## config.mk

```make
export PLATFORM = sky130hd
export DESIGN_NAME = switch_allocator
export DESIGN_NICKNAME = d
export VERILOG_FILES = /design/src/rtl/noc_params.sv /design/src/rtl/rr_arbiter.sv /design/src/rtl/switch_allocator.sv
export SDC_FILE = /design/constraint.sdc
export NUM_CORES = 1
export LEC_CHECK = 0
export ABC_AREA = 1
export BUFFER_PORTS_ARGS = -buffer_cell sky130_fd_sc_hd__buf_2
export CORE_MARGIN = 8
export CORE_UTILIZATION = 50
export DETAILED_ROUTE_END_ITERATION = 7
export GPL_ROUTABILITY_DRIVEN = 0
export GPL_TIMING_DRIVEN = 0
export HOLD_SLACK_MARGIN = 0.06
export PLACE_DENSITY = 0.73
export SLEW_MARGIN = 40
export SYNTH_ARGS = -nofsm -noshare
export SYNTH_HDL_FRONTEND = slang
export SYNTH_SLANG_ARGS = --single-unit
```

## constraint.sdc

```tcl
create_clock -name clk -period 5.9 [get_ports clk]
set_input_delay 1.18 -clock clk [delete_from_list [all_inputs] [get_ports clk]]
set_output_delay 1.18 -clock clk [all_outputs]
set_load 0.1 [all_outputs]
```

## src/rtl/noc_params.sv

```systemverilog
// Shared router definitions: port indices, flit labels and switch-allocator lock states.
// Latency: n/a (types and constants only).
// Backpressure: n/a.
// Contents: PORT_NUM, port_t, flit_label_t, sa_lock_t.
package noc_params;

    localparam int PORT_NUM = 5;
    localparam int PORT_W   = 3;

    typedef logic [PORT_W-1:0] port_t;

    typedef enum logic [1:0] {
        HEAD     = 2'd0,
        BODY     = 2'd1,
        TAIL     = 2'd2,
        HEADTAIL = 2'd3
    } flit_label_t;

    typedef enum logic {
        SA_IDLE   = 1'b0,
        SA_LOCKED = 1'b1
    } sa_lock_t;

endpackage

```

## src/rtl/rr_arbiter.sv

```systemverilog
// Round-robin pick: first requester found scanning upward from ptr, modulo N.
// Latency: purely combinational.
// Backpressure: none; the caller decides whether the pick is used.
// Ports: req (request vector), ptr (scan start) -> gnt (one-hot), vld (any grant).
module rr_arbiter
    import noc_params::*;
#(
    parameter int N = 5
) (
    input  logic [N-1:0] req,
    input  port_t        ptr,
    output logic [N-1:0] gnt,
    output logic         vld
);

    always_comb begin
        int idx;
        idx = 0;
        gnt = '0;
        vld = 1'b0;
        for (int k = 0; k < N; k++) begin
            idx = (int'(ptr) + k) % N;
            if (!vld && req[idx]) begin
                gnt[idx] = 1'b1;
                vld      = 1'b1;
            end
        end
    end

endmodule

```

## src/rtl/switch_allocator.sv

```systemverilog
// Switch allocator: per-output round-robin with head-to-tail wormhole locking.
// Latency: grants are combinational from requests and registered state; state updates at the next edge.
// Backpressure: an output with on_off_i low grants nothing and keeps its lock and pointer.
// Ports: sa_request_i/out_port_i/flit_label_i per input, on_off_i per output ->
//        sa_valid_o per input, xb_valid_o/xb_sel_o per output.
// Optional: SWITCH_ALLOC_GRANT_CNT_EN adds parameter GRANT_CNT_W and per-output grant_cnt_o.
module switch_allocator
    import noc_params::*;
#(
    parameter int PORT_NUM = noc_params::PORT_NUM
`ifdef SWITCH_ALLOC_GRANT_CNT_EN
    ,
    parameter int GRANT_CNT_W = 32
`endif
) (
    input  logic                clk,
    input  logic                rst,
    input  logic [PORT_NUM-1:0] sa_request_i,
    input  port_t               out_port_i   [PORT_NUM],
    input  flit_label_t         flit_label_i [PORT_NUM],
    input  logic [PORT_NUM-1:0] on_off_i,
    output logic [PORT_NUM-1:0] sa_valid_o,
    output logic [PORT_NUM-1:0] xb_valid_o,
    output port_t               xb_sel_o     [PORT_NUM]
`ifdef SWITCH_ALLOC_GRANT_CNT_EN
    ,
    output logic [GRANT_CNT_W-1:0] grant_cnt_o [PORT_NUM]
`endif
);

    sa_lock_t lock_q   [PORT_NUM];
    sa_lock_t lock_d   [PORT_NUM];
    port_t    owner_q  [PORT_NUM];
    port_t    owner_d  [PORT_NUM];
    port_t    rr_ptr_q [PORT_NUM];
    port_t    rr_ptr_d [PORT_NUM];

    logic [PORT_NUM-1:0] cand    [PORT_NUM];
    logic [PORT_NUM-1:0] arb_gnt [PORT_NUM];
    logic [PORT_NUM-1:0] arb_vld;
    logic [PORT_NUM-1:0] gnt_vld;
    port_t               gnt_idx [PORT_NUM];

    // cand[o][i]: input i wants output o this cycle.
    always_comb begin
        for (int o = 0; o < PORT_NUM; o++) begin
            for (int i = 0; i < PORT_NUM; i++) begin
                cand[o][i] = sa_request_i[i] && (out_port_i[i] == port_t'(o));
            end
        end
    end

    for (genvar o = 0; o < PORT_NUM; o++) begin : g_arb
        rr_arbiter #(.N(PORT_NUM)) u_rr_arbiter (
            .req (cand[o]),
            .ptr (rr_ptr_q[o]),
            .gnt (arb_gnt[o]),
            .vld (arb_vld[o])
        );
    end

    // A locked output ignores the arbiter and serves only its owner,
    // so a missing owner request leaves a bubble rather than a hand-over.
    always_comb begin
        for (int o = 0; o < PORT_NUM; o++) begin
            gnt_vld[o] = 1'b0;
            gnt_idx[o] = '0;
            if (on_off_i[o]) begin
                if (lock_q[o] == SA_IDLE) begin
                    gnt_vld[o] = arb_vld[o];
                    for (int i = 0; i < PORT_NUM; i++) begin
                        if (arb_gnt[o][i]) gnt_idx[o] = port_t'(i);
                    end
                end else begin
                    gnt_vld[o] = cand[o][owner_q[o]];
                    gnt_idx[o] = owner_q[o];
                end
            end
        end
    end

    // Each input targets one output, so at most one output sets a given sa_valid_o bit.
    always_comb begin
        sa_valid_o = '0;
        for (int o = 0; o < PORT_NUM; o++) begin
            xb_valid_o[o] = 1'b0;
            xb_sel_o[o]   = '0;
            if (!rst && gnt_vld[o]) begin
                xb_valid_o[o]            = 1'b1;
                xb_sel_o[o]              = gnt_idx[o];
                sa_valid_o[gnt_idx[o]]   = 1'b1;
            end
        end
    end

    // Malformed labels fold into the nearest legal case: an idle output only
    // locks on HEAD, a locked output only releases on TAIL.
    always_comb begin
        lock_d   = lock_q;
        owner_d  = owner_q;
        rr_ptr_d = rr_ptr_q;
        for (int o = 0; o < PORT_NUM; o++) begin
            if (gnt_vld[o]) begin
                rr_ptr_d[o] = (gnt_idx[o] == port_t'(PORT_NUM - 1)) ? '0 : gnt_idx[o] + port_t'(1);
                if (lock_q[o] == SA_IDLE) begin
                    if (flit_label_i[gnt_idx[o]] == HEAD) begin
                        lock_d[o]  = SA_LOCKED;
                        owner_d[o] = gnt_idx[o];
                    end
                end else if (flit_label_i[gnt_idx[o]] == TAIL) begin
                    lock_d[o] = SA_IDLE;
                end
            end
        end
    end

    always_ff @(posedge clk or posedge rst) begin
        if (rst) begin
            for (int o = 0; o < PORT_NUM; o++) begin
                lock_q[o]   <= SA_IDLE;
                owner_q[o]  <= '0;
                rr_ptr_q[o] <= '0;
            end
        end else begin
            lock_q   <= lock_d;
            owner_q  <= owner_d;
            rr_ptr_q <= rr_ptr_d;
        end
    end

`ifdef SWITCH_ALLOC_GRANT_CNT_EN
    always_ff @(posedge clk or posedge rst) begin
        if (rst) begin
            for (int o = 0; o < PORT_NUM; o++) grant_cnt_o[o] <= '0;
        end else begin
            for (int o = 0; o < PORT_NUM; o++) begin
                if (gnt_vld[o]) grant_cnt_o[o] <= grant_cnt_o[o] + GRANT_CNT_W'(1);
            end
        end
    end
`endif

endmodule

```

==> flow_metrics.py <==
metrics = {
    "synth": {
        "postSynthRegisterBits": 35,
        "ys_seq_area_frac": 0.0697,
        "synth-edff-count": 0,
        "syn_inst": 2138,
        "ys.flop_type": "sky130_fd_sc_hd__dfrtp_1",
        "synth_warnings": 0,
        "synth.distinct_cells": 65,
        "post_synth.cell_area_avg_um2": 5.87,
        "synth_area_mm2": 0.0126,
        "ys_async_sr_fraction": 1.00,
        "mappedNetlistNets": 2329,
    },
    "setup_path": {
        "cp_slowest_cell": "sky130_fd_sc_hd__dfrtp_2",
        "worst-endpoint-required_ns": 4.72,
        "timing.critical_path.fanout_max": 7,
        "cpMostUsedCell": "sky130_fd_sc_hd__nor2_4",
        "worst_setup_path_start_kind": "flop",
        "timing.critical_path.arrival_ns": 4.69,
        "critical_path.endpoint_type": "output pin",
        "critPathKind": "flop to output pin",
        "slowest_delay_ns": 0.44,
    },
    "grt": {
        "grt_overflow_total": 0,
        "grt_pass1_vias": 13300,
        "use_met3": 0.0341,
        "grt_util_met1": 0.296,
        "grt_pass1_wl_um": 61500,
        "grt.busiest_layer": "met2",
        "number_of_antenna_violations_at_the_first_check_in_global_routing": 1,
        "total_grt_usage": 0.235,
        "grtUsageMet2": 0.401,
        "grt_start_max_net_pins": 22,
    },
    "layout": {
        "final_common_cell": "sky130_fd_sc_hd__nand2_1",
        "final_area_mm2": 0.0158,
        "layout_common_cells": "459 x sky130_fd_sc_hd__nand2_1, 280 x sky130_fd_sc_hd__inv_1, 198 x sky130_fd_sc_hd__nor2_1, 174 x sky130_fd_sc_hd__nand3_1, 123 x sky130_fd_sc_hd__ha_1",
        "post-route-util": 0.636,
        "num-fill-cells": 2194,
        "drive_gt1_frac": 0.286,
        "area_growth_syn_to_layout_pct": 26.0,
        "num-nets-final": 2498,
    },
    "floorplan": {
        "start_util": 0.505,
        "core.rowCount": 58,
        "die_area_mm2": 0.0304,
        "placeableCoreArea_mm2": 0.0249,
        "io-pin-count": 62,
        "die-width_um": 174,
        "fp.dieH_um": 174,
    },
    "timing": {
        "finalCriticalPeriod_ns": 5.87,
        "final.setup_skew_ns": 0.00454,
        "max_slew_margin": 0.514,
        "finalMaxSlewViolations": 0,
        "layout_worst_path_cycle_share": 0.995,
        "setup-violations-final": 0,
        "slew_at_the_pin_with_the_worst_max_slew_slack_ns": 0.725,
        "setup_repair_after_global_routing_missed_its_margin": "yes",
        "hold_viol_final": 0,
        "clock.fmax_ghz": 0.170,
    },
    "clock_network": {
        "cts_made_buffers": 5,
        "cts_root_buf": "sky130_fd_sc_hd__clkbuf_16",
        "cts.sinks": 35,
        "cts-htree-levels": 2,
        "cts_tree": "done",
        "clock_latency_ns": 0.29,
        "clock_tree.buffer_depth": 2,
        "clock_transition_at_the_registers_of_the_reported_paths_ns": 0.06,
    },
    "drt": {
        "drt_first_pass_iters": 6,
        "post_drt_via_cell_ratio": 5.61,
        "drt-initial-drc-count": 1251,
        "drt_drc_violations_left": 0,
        "routed_wirelength_um": 39600,
        "postRouteAntennaNets": 0,
        "vias": 14800,
        "detail_route.wl_per_cell_um": 15.0,
    },
    "placed_design": {
        "dp.final_hpwl_um": 29700,
        "place_area_mm2": 0.0136,
        "port_buffers": 59,
    },
    "run_status": {
        "result_of_the_run": "completed",
    },
    "run": {
        "timing.max_cap.violations": 0,
    },
    "hold_path": {
        "hold_path_class": "flop to flop",
    },
}
repair_timing:
action / 4_1_cts / 5_1_grt
hold buffers: 0 / 0
pin swaps: 29 / 107
resized for setup: 106 / 209
buffers inserted: 47 / 56
endpoints found under the setup margin: 24 / 22
area by class of cell:
| cell class | count | area, um^2 | area share |
|---|---|---|---|
| Sequential cell | 35 | 895 | 0.0565 |
| Inverter | 364 | 1460 | 0.0922 |
| Clock inverter | 1 | 5.00 | 0.000316 |
| Buffer | 21 | 179 | 0.0113 |
| Multi-Input combinational cell | 1717 | 11500 | 0.728 |
| Clock buffer | 6 | 139 | 0.00878 |
| Timing Repair Buffer | 163 | 1210 | 0.0764 |
| Antenna cell | 1 | 2.50 | 0.000158 |
| Tap cell | 330 | 413 | 0.0261 |
final timing paths:
path | start | to | slack [ns] | depth (start not counted)
max reg2reg | rr_ptr_q[10]$_DFFE_PP0P_ | owner_q[9]$_DFFE_PP0P_ | 1.22 | 35
max | rr_ptr_q[10]$_DFFE_PP0P_ | sa_valid_o[3] | 0.03 | 31
min | owner_q[6]$_DFFE_PP0P_ | owner_q[6]$_DFFE_PP0P_ | 0.48 | 2
max in group asynchronous | rst | rr_ptr_q[1]$_DFFE_PP0P_ | 4.40 | 3
min in group asynchronous | rst | owner_q[14]$_DFFE_PP0P_ | 1.05 | 2
min reg2reg | owner_q[6]$_DFFE_PP0P_ | owner_q[6]$_DFFE_PP0P_ | 0.48 | 2
kinds of logic (layout without fill, tap and decap cells):
group                      after synthesis  after routing  share of synthesized area
AOI/OAI and AO/OA                      282            282                      0.146
xor gates and xnor gates                46             46                     0.0387
adders and majority gates              154            154                      0.154
buffers and inverters                  386            555                      0.121
DFF                                     35             35                     0.0697
other                                    0              1                          0
and+or+nand+nor                       1235           1235                      0.471
layer usage:
layer	vias to the layer above	wire length (um)
met5	-	0
met4	0	1330
met3	95	2360
met2	491	18800
met1	6850	17200
li1	7374	-
synthesized netlist by cell type, types with 12 or more instances:
| master | count | share of area |
|---|---|---|
| sky130_fd_sc_hd__nand3_1 | 196 | 0.078 |
| sky130_fd_sc_hd__inv_2 | 42 | 0.013 |
| sky130_fd_sc_hd__o21ai_0 | 84 | 0.033 |
| sky130_fd_sc_hd__o22ai_1 | 13 | 0.0065 |
| sky130_fd_sc_hd__ha_1 | 153 | 0.15 |
| sky130_fd_sc_hd__o211ai_1 | 18 | 0.011 |
| sky130_fd_sc_hd__dfrtp_1 | 35 | 0.070 |
| sky130_fd_sc_hd__nor2_2 | 29 | 0.014 |
| sky130_fd_sc_hd__o21ai_1 | 30 | 0.012 |
| sky130_fd_sc_hd__nand2_2 | 48 | 0.024 |
| sky130_fd_sc_hd__nor4_1 | 12 | 0.0060 |
| sky130_fd_sc_hd__nand4_1 | 79 | 0.039 |
| sky130_fd_sc_hd__inv_1 | 315 | 0.094 |
| sky130_fd_sc_hd__nand3_2 | 47 | 0.037 |
| sky130_fd_sc_hd__nor2_1 | 243 | 0.073 |
| sky130_fd_sc_hd__a21oi_1 | 46 | 0.018 |
| sky130_fd_sc_hd__o21ai_2 | 19 | 0.013 |
| sky130_fd_sc_hd__xor2_1 | 33 | 0.023 |
| sky130_fd_sc_hd__nor3_1 | 46 | 0.018 |
| sky130_fd_sc_hd__nor2_4 | 15 | 0.013 |
| sky130_fd_sc_hd__nand2_1 | 491 | 0.15 |
critical path: cells and delay by family (launching register included):
| family | cells | cell delay (ns) |
|---|---|---|
| compound gates | 4 | 0.60 |
| xor+xnor | 1 | 0.20 |
| fa+ha+maj | 4 | 0.79 |
| buf+inv | 6 | 0.58 |
| flops | 1 | 0.44 |
| simple gates | 16 | 1.76 |
through the flow:
| step | hold WS [ns] | setup slack (ns) | std cells | TNS, ns |
|---|---|---|---|---|
| 6_report | 0.479 | 0.0295 | 2638 | 0 |
| 5_1_grt | 0.516 | -0.195 | 2638 | -1.08 |
| 4_1_cts | 0.480 | -0.0558 | 2582 | -0.0868 |
| 3_5_place_dp | 0.467 | -0.557 | 2528 | -4.23 |
| 3_3_place_gp | 0.469 | -0.466 | 2527 | -3.17 |
| 2_1_floorplan | 0.442 | -0.723 | 2138 | -3.70 |
Power is left out: the tool's default activity adds up to more than one toggle a clock period on the data nets, which glitch-free logic cannot reach.
